`src/rtl/core_instr_fifo_if.sv`:
```
// Push/pop bundle between dispatch arbiter, core_instr_fifo and decode.
// Arbiter/decode side is master; the queue is slave.
interface core_instr_fifo_if #(
  parameter int DEPTH = 32
);
  localparam int AW = $clog2(DEPTH);

  logic          flush;
  logic          wr_en;
  logic [31:0]   wr_data;
  logic          full;
  logic          almost_full;
  logic          rd_en;
  logic [31:0]   rd_data;
  logic          rd_valid;
  logic          empty;
  logic [AW:0]   count;
  logic          overflow;
  logic          underflow;

  modport master (
    output flush,
    output wr_en,
    output wr_data,
    output rd_en,
    input  full,
    input  almost_full,
    input  rd_data,
    input  rd_valid,
    input  empty,
    input  count,
    input  overflow,
    input  underflow
  );

  modport slave (
    input  flush,
    input  wr_en,
    input  wr_data,
    input  rd_en,
    output full,
    output almost_full,
    output rd_data,
    output rd_valid,
    output empty,
    output count,
    output overflow,
    output underflow
  );
endinterface

```
`src/rtl/core_instr_fifo.sv`:
```
// Per-core instruction queue between dispatch arbiter and decode.
// INSTR_FIFO_FWFT_EN selects first-word fall-through reads.
module core_instr_fifo #(
  parameter int DEPTH     = 32,
  parameter int AF_THRESH = 28
) (
  input logic               clk,
  input logic               resetn,
  core_instr_fifo_if.slave  bus
);
  localparam int AW = $clog2(DEPTH);
  localparam logic [AW:0] CNT_MAX = (AW+1)'(DEPTH);
  localparam logic [AW:0] CNT_AF  = (AW+1)'(AF_THRESH);

  logic [31:0]   mem [DEPTH];
  logic [AW-1:0] wr_ptr;
  logic [AW-1:0] rd_ptr;
  logic [AW:0]   cnt;
  logic          ovf_q;
  logic          unf_q;
  logic          full_w;
  logic          empty_w;
  logic          pop_ok;
  logic          push_ok;

  assign full_w  = (cnt == CNT_MAX);
  assign empty_w = (cnt == '0);
  assign pop_ok  = bus.rd_en & ~empty_w;
  assign push_ok = bus.wr_en & (~full_w | pop_ok);

  assign bus.full        = full_w;
  assign bus.empty       = empty_w;
  assign bus.almost_full = (cnt >= CNT_AF);
  assign bus.count       = cnt;
  assign bus.overflow    = ovf_q;
  assign bus.underflow   = unf_q;

  // Storage write; contents survive reset and flush.
  always_ff @(posedge clk) begin
    if (resetn && !bus.flush && push_ok)
      mem[wr_ptr] <= bus.wr_data;
  end

  // Pointers and occupancy; flush clears them, sticky flags stay.
  always_ff @(posedge clk) begin
    if (!resetn) begin
      wr_ptr <= '0;
      rd_ptr <= '0;
      cnt    <= '0;
    end else if (bus.flush) begin
      wr_ptr <= '0;
      rd_ptr <= '0;
      cnt    <= '0;
    end else begin
      if (push_ok)
        wr_ptr <= wr_ptr + 1'b1;
      if (pop_ok)
        rd_ptr <= rd_ptr + 1'b1;
      case ({push_ok, pop_ok})
        2'b10:   cnt <= cnt + 1'b1;
        2'b01:   cnt <= cnt - 1'b1;
        default: cnt <= cnt;
      endcase
    end
  end

  // Sticky error flags, cleared only by reset.
  always_ff @(posedge clk) begin
    if (!resetn) begin
      ovf_q <= 1'b0;
      unf_q <= 1'b0;
    end else if (!bus.flush) begin
      if (bus.wr_en && full_w && !pop_ok)
        ovf_q <= 1'b1;
      if (bus.rd_en && empty_w)
        unf_q <= 1'b1;
    end
  end

`ifdef INSTR_FIFO_FWFT_EN
  assign bus.rd_data  = empty_w ? 32'h0 : mem[rd_ptr];
  assign bus.rd_valid = ~empty_w;
`else
  logic [31:0] rd_q;
  logic        rv_q;

  assign bus.rd_data  = rd_q;
  assign bus.rd_valid = rv_q;

  // Registered read: one-cycle valid pulse per accepted pop.
  always_ff @(posedge clk) begin
    if (!resetn) begin
      rd_q <= '0;
      rv_q <= 1'b0;
    end else if (bus.flush) begin
      rv_q <= 1'b0;
    end else begin
      rv_q <= pop_ok;
      if (pop_ok)
        rd_q <= mem[rd_ptr];
    end
  end
`endif

endmodule
```
`src/flat_wrapper.sv`:
```
// flat-port wrapper written by rule: the top's interface ports become plain ports
module core_instr_fifo_flat 
#(
  parameter int DEPTH     = 32,
  parameter int AF_THRESH = 28
)
  (clk, resetn, bus_flush, bus_wr_en, bus_wr_data, bus_rd_en, bus_full, bus_almost_full, bus_rd_data, bus_rd_valid, bus_empty, bus_count, bus_overflow, bus_underflow);
  core_instr_fifo_if #(.DEPTH(DEPTH)) bus_i ();
  input logic clk;
  input logic resetn;
  input wire logic [$bits(bus_i.flush)-1:0] bus_flush;
  input wire logic [$bits(bus_i.wr_en)-1:0] bus_wr_en;
  input wire logic [$bits(bus_i.wr_data)-1:0] bus_wr_data;
  input wire logic [$bits(bus_i.rd_en)-1:0] bus_rd_en;
  output wire logic [$bits(bus_i.full)-1:0] bus_full;
  output wire logic [$bits(bus_i.almost_full)-1:0] bus_almost_full;
  output wire logic [$bits(bus_i.rd_data)-1:0] bus_rd_data;
  output wire logic [$bits(bus_i.rd_valid)-1:0] bus_rd_valid;
  output wire logic [$bits(bus_i.empty)-1:0] bus_empty;
  output wire logic [$bits(bus_i.count)-1:0] bus_count;
  output wire logic [$bits(bus_i.overflow)-1:0] bus_overflow;
  output wire logic [$bits(bus_i.underflow)-1:0] bus_underflow;
  assign bus_i.flush = bus_flush;
  assign bus_i.wr_en = bus_wr_en;
  assign bus_i.wr_data = bus_wr_data;
  assign bus_i.rd_en = bus_rd_en;
  assign bus_full = bus_i.full;
  assign bus_almost_full = bus_i.almost_full;
  assign bus_rd_data = bus_i.rd_data;
  assign bus_rd_valid = bus_i.rd_valid;
  assign bus_empty = bus_i.empty;
  assign bus_count = bus_i.count;
  assign bus_overflow = bus_i.overflow;
  assign bus_underflow = bus_i.underflow;
  core_instr_fifo #(.DEPTH(DEPTH), .AF_THRESH(AF_THRESH)) u_core (.clk(clk), .resetn(resetn), .bus(bus_i));
endmodule
```
`config.mk`:
```
export PLATFORM = sky130hd
export DESIGN_NAME = core_instr_fifo_flat
export DESIGN_NICKNAME = d
export VERILOG_FILES = /design/src/rtl/core_instr_fifo_if.sv /design/src/rtl/core_instr_fifo.sv /design/src/flat_wrapper.sv
export SDC_FILE = /design/constraint.sdc
export NUM_CORES = 1
export LEC_CHECK = 0
export BUFFER_PORTS_ARGS = -buffer_cell sky130_fd_sc_hd__buf_2
export CAP_MARGIN = 20
export CORE_AREA = 3 3 275 277
export DETAILED_ROUTE_END_ITERATION = 12
export DIE_AREA = 0 0 278 280
export HOLD_SLACK_MARGIN = 0.15
export PLACE_DENSITY = 0.73
export SETUP_SLACK_MARGIN = 0.1
export SYNTH_ARGS = -nofsm -noshare
export SYNTH_HDL_FRONTEND = slang
export SYNTH_SLANG_ARGS = --single-unit
```
`constraint.sdc`:
```
create_clock -name clk -period 2.8 [get_ports clk]
set_input_delay 0.28 -clock clk [delete_from_list [all_inputs] [get_ports clk]]
set_output_delay 0.28 -clock clk [all_outputs]
set_load 0.05 [all_outputs]
```
After elaboration in Yosys (flattened, before gate mapping)
Memories as Yosys holds them, arrays and structs flattened. A register that Yosys moved wholly into a read port is not among the register bits.
Index checks and enable logic that the tools add are counted.
{"block": "classes", "n_bitwise": 7, "shifts": 0, "div": 0, "eq_ne": 3, "mul": 0, "order_cmp": 1, "addsub": 4, "mux": 3, "n_reduce_logical": 14}
{"op": "$pmux 6 s2", "count": 1}
{"op": "$add 5x1->5 const B", "count": 2}
{"op": "$add 6x1->6 const B", "count": 1}
{"op": "$eq 6x6->1 const B", "count": 1}
{"op": "$ge 6x5->1 const B", "count": 1}
{"op": "$logic_not 6->1", "count": 1}
{"op": "$reduce_and 2->1", "count": 3}
{"op": "$sub 6x1->6 const B", "count": 1}
{"op": "$logic_and 1x1->1", "count": 5}
{"op": "$not 1->1", "count": 4}
{"op": "$logic_not 1->1", "count": 3}
{"op": "$and 1x1->1", "count": 2}
{"op": "$eq 2x1->1 const B", "count": 1}
{"op": "$eq 2x2->1 const B", "count": 1}
{"op": "$mux 1", "count": 2}
{"op": "$reduce_bool 2->1", "count": 1}
{"op": "$reduce_or 2->1", "count": 1}
{"op": "$or 1x1->1", "count": 1}
{"block": "word_totals", "memories": 1, "word_cells": 39, "regBits": 19, "romBits": 0, "input_bits": 37, "ramBits": 1024, "out_inout_bits": 44, "latchBits": 0}
{"name": "u_core.mem", "depth": 32, "word_bits": 32, "read_ports": 1, "rd_clocked_by_memory_dff": 1, "write_ports": 1, "line_no": "core_instr_fifo.sv:15", "source": "logic [31:0] mem [DEPTH];"}

Logic depth before layout (Yosys ltp)
{"block": "logic_depth", "depth_word": 8, "mapped_depth": 12}

Worst setup path after synthesis
Ideal clock, no wire load.
{"block": "synth_path", "path_kind": "register to register", "startpoint": "register u_core.cnt[0] (netlist: u_core.bus.count[0])", "endpoint": "memory u_core.mem[30][0], enable pin", "path_stages_with_launch": 6, "period_less_slack_ns": 3.409, "path_buffers": 1, "setup_slack_ns": -0.609, "arrival_ns": 2.988, "cell_sequence": "dfxtp_1 > buf_1 > o41ai_2 > nor2_1 > nand2_1 > nor2_1"}
{"block": "synth_between", "elab_chain_cells": 8}
{"element": "start: declaration", "line_no": "core_instr_fifo.sv:18", "source": "logic [AW:0] cnt;"}
{"element": "start signal: assignment", "line_no": "core_instr_fifo.sv:60", "source": "2'b10: cnt <= cnt + 1'b1;"}
{"element": "start signal: assignment", "line_no": "core_instr_fifo.sv:61", "source": "2'b01: cnt <= cnt - 1'b1;"}
{"element": "start signal: assignment", "line_no": "core_instr_fifo.sv:62", "source": "default: cnt <= cnt;"}
{"element": "$logic_not 6->1", "line_no": "core_instr_fifo.sv:27", "source": "assign empty_w = (cnt == '0);"}
{"element": "$not 1->1", "line_no": "core_instr_fifo.sv:28", "source": "assign pop_ok = bus.rd_en & ~empty_w;"}
{"element": "$and 1x1->1", "line_no": "core_instr_fifo.sv:28"}
{"element": "$or 1x1->1 *", "line_no": "core_instr_fifo.sv:29", "source": "assign push_ok = bus.wr_en & (~full_w | pop_ok);"}
{"element": "$and 1x1->1 *", "line_no": "core_instr_fifo.sv:29"}
{"element": "$logic_and 1x1->1 *", "line_no": "core_instr_fifo.sv:40", "source": "if (resetn && !bus.flush && push_ok)"}
{"element": "$mux 1 *", "line_no": "core_instr_fifo.sv:40"}
{"element": "$mux 1 (not written as such) *", "line_no": "core_instr_fifo.sv:41", "source": "mem[wr_ptr] <= bus.wr_data;"}
{"element": "end: declaration", "line_no": "core_instr_fifo.sv:15"}
Every way passes the cells marked *; elsewhere a longest branch is shown, timed or not.

==> impl_summary.log <==
[metrics] final routed wirelength across all metal layers: 103000 um
[metrics] most frequent standard cell in the layout excluding fill and tap cells: sky130_fd_sc_hd__edfxtp_1
[metrics] number of top-level pins: 81
[metrics] final worst-path cycle share: 95.3%
[metrics] remaining antenna violation count: 0
[metrics] worst endpoint data arrival time: 3220 ps
[metrics] critical-path maximum fanout: 30
[metrics] most instantiated flip-flop cell in the synthesis netlist: sky130_fd_sc_hd__edfxtp_1
[metrics] sequential-to-total area share from yosys stat: 77.5%
[metrics] H-tree depth: 3
[metrics] GR Layer Usage met3: 3.91%
[metrics] Nets: 2288
[metrics] CP max-delay cell: sky130_fd_sc_hd__dfxtp_4
[metrics] power density cells: 675 mW/mm2
[metrics] count of unique library cells instantiated by Yosys: 53
[metrics] average cell area after synthesis: 20.3 um2
[metrics] slew at the pin closest to its max-slew limit: 1200 ps
[metrics] initial antenna violation count: 0
[metrics] worst-case setup margin in the final layout: 132 ps
[metrics] drt via density: 6.56
[metrics] first-pass GRT wire length: 150000 um
[metrics] Hold Path Class: in -> reg
[metrics] GR Util met2: 44.0%
[metrics] clock tree from TritonCTS: yes
[metrics] drt wl/cell: 31.2 um
[metrics] category of the worst setup path launch point: register
[metrics] detailed-routing iteration count for the pre-antenna-repair pass: 5
[metrics] cell leakage power: 14.5 nW
[metrics] crit path capture type: register
[metrics] Worst Hold Depth: 1
[metrics] Die X-Extent: 278 um
[metrics] Fin. Hold Viols: 0
[metrics] layout cell share with drive strength beyond 1: 25.0%
[metrics] clock latency at the later pin of the worst-skew pair: 670 ps
[metrics] GRT met1 Usage: 37.0%
[metrics] TritonCTS Buffers: 103
[metrics] upper clock frequency limit: 0.375 GHz
[metrics] clock transition at the registers of the reported paths: 60 ps
[metrics] Slew Limit Headroom: 20.1%
[metrics] Final Max Slew Viols: 0
[metrics] quantity of I/O buffers inserted on ports: 80
[metrics] largest net degree at the start of global routing: 50
[metrics] post-synthesis register bit count: 1075
[metrics] Final HPWL DP: 58700 um
[metrics] gp weighted congestion: 0.845
[metrics] instance area at placement: 0.0438 mm2
[metrics] Crit path required time: 3350 ps
[metrics] peak-usage layer in the global routing report: met2
[metrics] delay of the slowest critical-path stage: 720 ps
[metrics] Die H: 280 um
[metrics] post-route cell area: 0.0474 mm2
[metrics] GRT Total Usage: 26.6%
[metrics] area of the die: 0.0778 mm2
[metrics] number of global-route vias before repair: 22000
[metrics] stages on the worst setup path: 5
[metrics] clock sinks: 1075
[metrics] number of buffers between clock root and the deepest sink: 3
[metrics] worst supply voltage drop on vdd: 0.599 mV
[metrics] final worst path period need: 2670 ps
[metrics] starting density of the core: 56.1%
[metrics] via count of the routed design: 21600
[metrics] residual DRC count: 0
[metrics] antenna fix cells: 0
[metrics] number of violations of the max-capacitance limit: 0
[metrics] area share of the leading cell type in the synthesized netlist: 75.0%
[metrics] critical setup path kind: reg -> reg
[metrics] total of warnings raised by yosys: 0
[metrics] Row Count: 99
[metrics] status: complete, no violations
[metrics] count of flip-flops with a built-in enable after synthesis: 1024
[metrics] Setup Slack @ Placement: 143 ps
[metrics] reg2reg path depth: 5
[metrics] gate count after technology mapping: 2017
[metrics] number of buffers and inverters on the critical path: 1
[metrics] root buffer cell: sky130_fd_sc_hd__clkbuf_16
[metrics] setup repair after global routing missed its margin: true
[metrics] number of failing setup endpoints in the final timing report: 0
[metrics] post-synth design cell area: 0.0410 mm2
[metrics] cell class contributing the biggest share of worst-path delay: compound AO/OA/AOI/OAI gates
[metrics] number of nets in the synthesized netlist: 2060
[metrics] overflow left after global routing: 0
[metrics] ordered cell list for the critical path: buf_12 -> mux4_2 -> a211oi_1 -> o21ai_0 -> a32o_1
[metrics] initial detailed-routing violation count: 2603
[metrics] share of synthesized flip-flops with an asynchronous set or reset: 0%
[metrics] Max Clock Skew: 18.4 ps
[metrics] post-synthesis to final-layout area growth: 15.7%
[metrics] cell taking the most area after synthesis: sky130_fd_sc_hd__edfxtp_1
[metrics] CORE AREA: 0.0731 mm2
[metrics] commonest cells after routing, fill and taps aside: 1024 x sky130_fd_sc_hd__edfxtp_1, 224 x sky130_fd_sc_hd__mux2i_1, 161 x sky130_fd_sc_hd__mux4_2
[metrics] synth top area cells: sky130_fd_sc_hd__edfxtp_1 75%, sky130_fd_sc_hd__mux4_2 8.8%, sky130_fd_sc_hd__mux2i_1 5.5%, sky130_fd_sc_hd__dfxtp_1 2.5%, sky130_fd_sc_hd__a32o_1 0.78%
[state kept, by name, indices dropped and copies added, names as in the netlist]
register / cells
u_core.mem: 1024
u_core.bus.rd_data: 32
u_core.bus.count: 6
u_core.rd_ptr: 5
u_core.wr_ptr: 5
u_core.bus.overflow: 1
u_core.bus.rd_valid: 1
u_core.bus.underflow: 1
[routing by layer]
| layer | vias to the layer above | wire length [um] |
|---|---|---|
| met1 | 11300 | 39800 |
| met2 | 1188 | 51500 |
| met5 | - | 0 |
| met4 | 0 | 2960 |
| met3 | 195 | 8420 |
| li1 | 8871 | - |
[where the power goes]
group	leakage [nW]	switching, mW	total (mW)	internal [mW]
clock network	1.60	5.83	13.5	7.70
logic	3.24	0.587	0.844	0.256
registers	9.62	0.0345	17.7	17.6
total	14.5	6.45	32.0	25.6
[worst paths after layout]
path | slack [ps] | end | from
setup / recovery | 130 | u_core.bus.rd_data[12] | u_core.rd_ptr[0]
setup reg to reg | 130 | u_core.bus.rd_data[12] | u_core.rd_ptr[0]
hold / removal | 160 | u_core.mem[13][8] | bus_wr_data[8]
hold reg to reg | 460 | u_core.bus.overflow | u_core.bus.overflow
[layout make-up]
type / count / area [um2]
multi-input cells: 814 / 8920
well taps: 959 / 1200
repair buffers: 247 / 2230
inverters: 4 / 15.0
clock buffers: 136 / 2760
fillers: 4695 / 25600
flip-flops and latches: 1075 / 31800
clock inverters: 52 / 523
[logic make-up after synthesis]
kind of cell    share of synthesized area (%)
flops                                    77.5
mux                                      14.3
compound gates                           4.85
simple gates                             1.52
buf+inv                                  1.45
xor+xnor                                0.235
fa+ha+maj                               0.183
[through the flow]
step                      power (mW)  TNS [ps]  cells  hold slack, ps  utilization, %
final                           32.0         0   3287             163            64.9
after global routing            32.8         0   3287             188            64.9
after CTS                       32.2         0   3279             155            64.8
after detailed placement        18.8         0   3068             451            59.9
after global placement          18.8         0   3066             446            59.9
after floorplan                 18.4   -212450   2017             379               -
[cells in the mapped netlist, types with 5 or more instances]
cell type                  instances
sky130_fd_sc_hd__nand2_1          50
sky130_fd_sc_hd__xor2_1            7
sky130_fd_sc_hd__ha_1              6
sky130_fd_sc_hd__a21oi_1          35
sky130_fd_sc_hd__a221oi_1         32
sky130_fd_sc_hd__buf_6             5
sky130_fd_sc_hd__clkbuf_1         54
sky130_fd_sc_hd__buf_1             8
sky130_fd_sc_hd__dfxtp_1          51
sky130_fd_sc_hd__mux4_2          161
sky130_fd_sc_hd__o22ai_1          32
sky130_fd_sc_hd__o21ai_0          63
sky130_fd_sc_hd__nand3_1           8
sky130_fd_sc_hd__edfxtp_1       1024
sky130_fd_sc_hd__nand3b_1          5
sky130_fd_sc_hd__o221ai_1         31
sky130_fd_sc_hd__nor2_1           51
sky130_fd_sc_hd__a211oi_1         32
sky130_fd_sc_hd__a32o_1           32
sky130_fd_sc_hd__mux2i_1         224
sky130_fd_sc_hd__buf_2            55
[repair_timing]
action	in CTS	in global routing
resized for setup	0	2
buffers inserted	0	5
endpoints found under the hold margin	430	0
hold buffers	23	0
setup endpoints to repair	0	23
(Power assumes the default switching activity.)
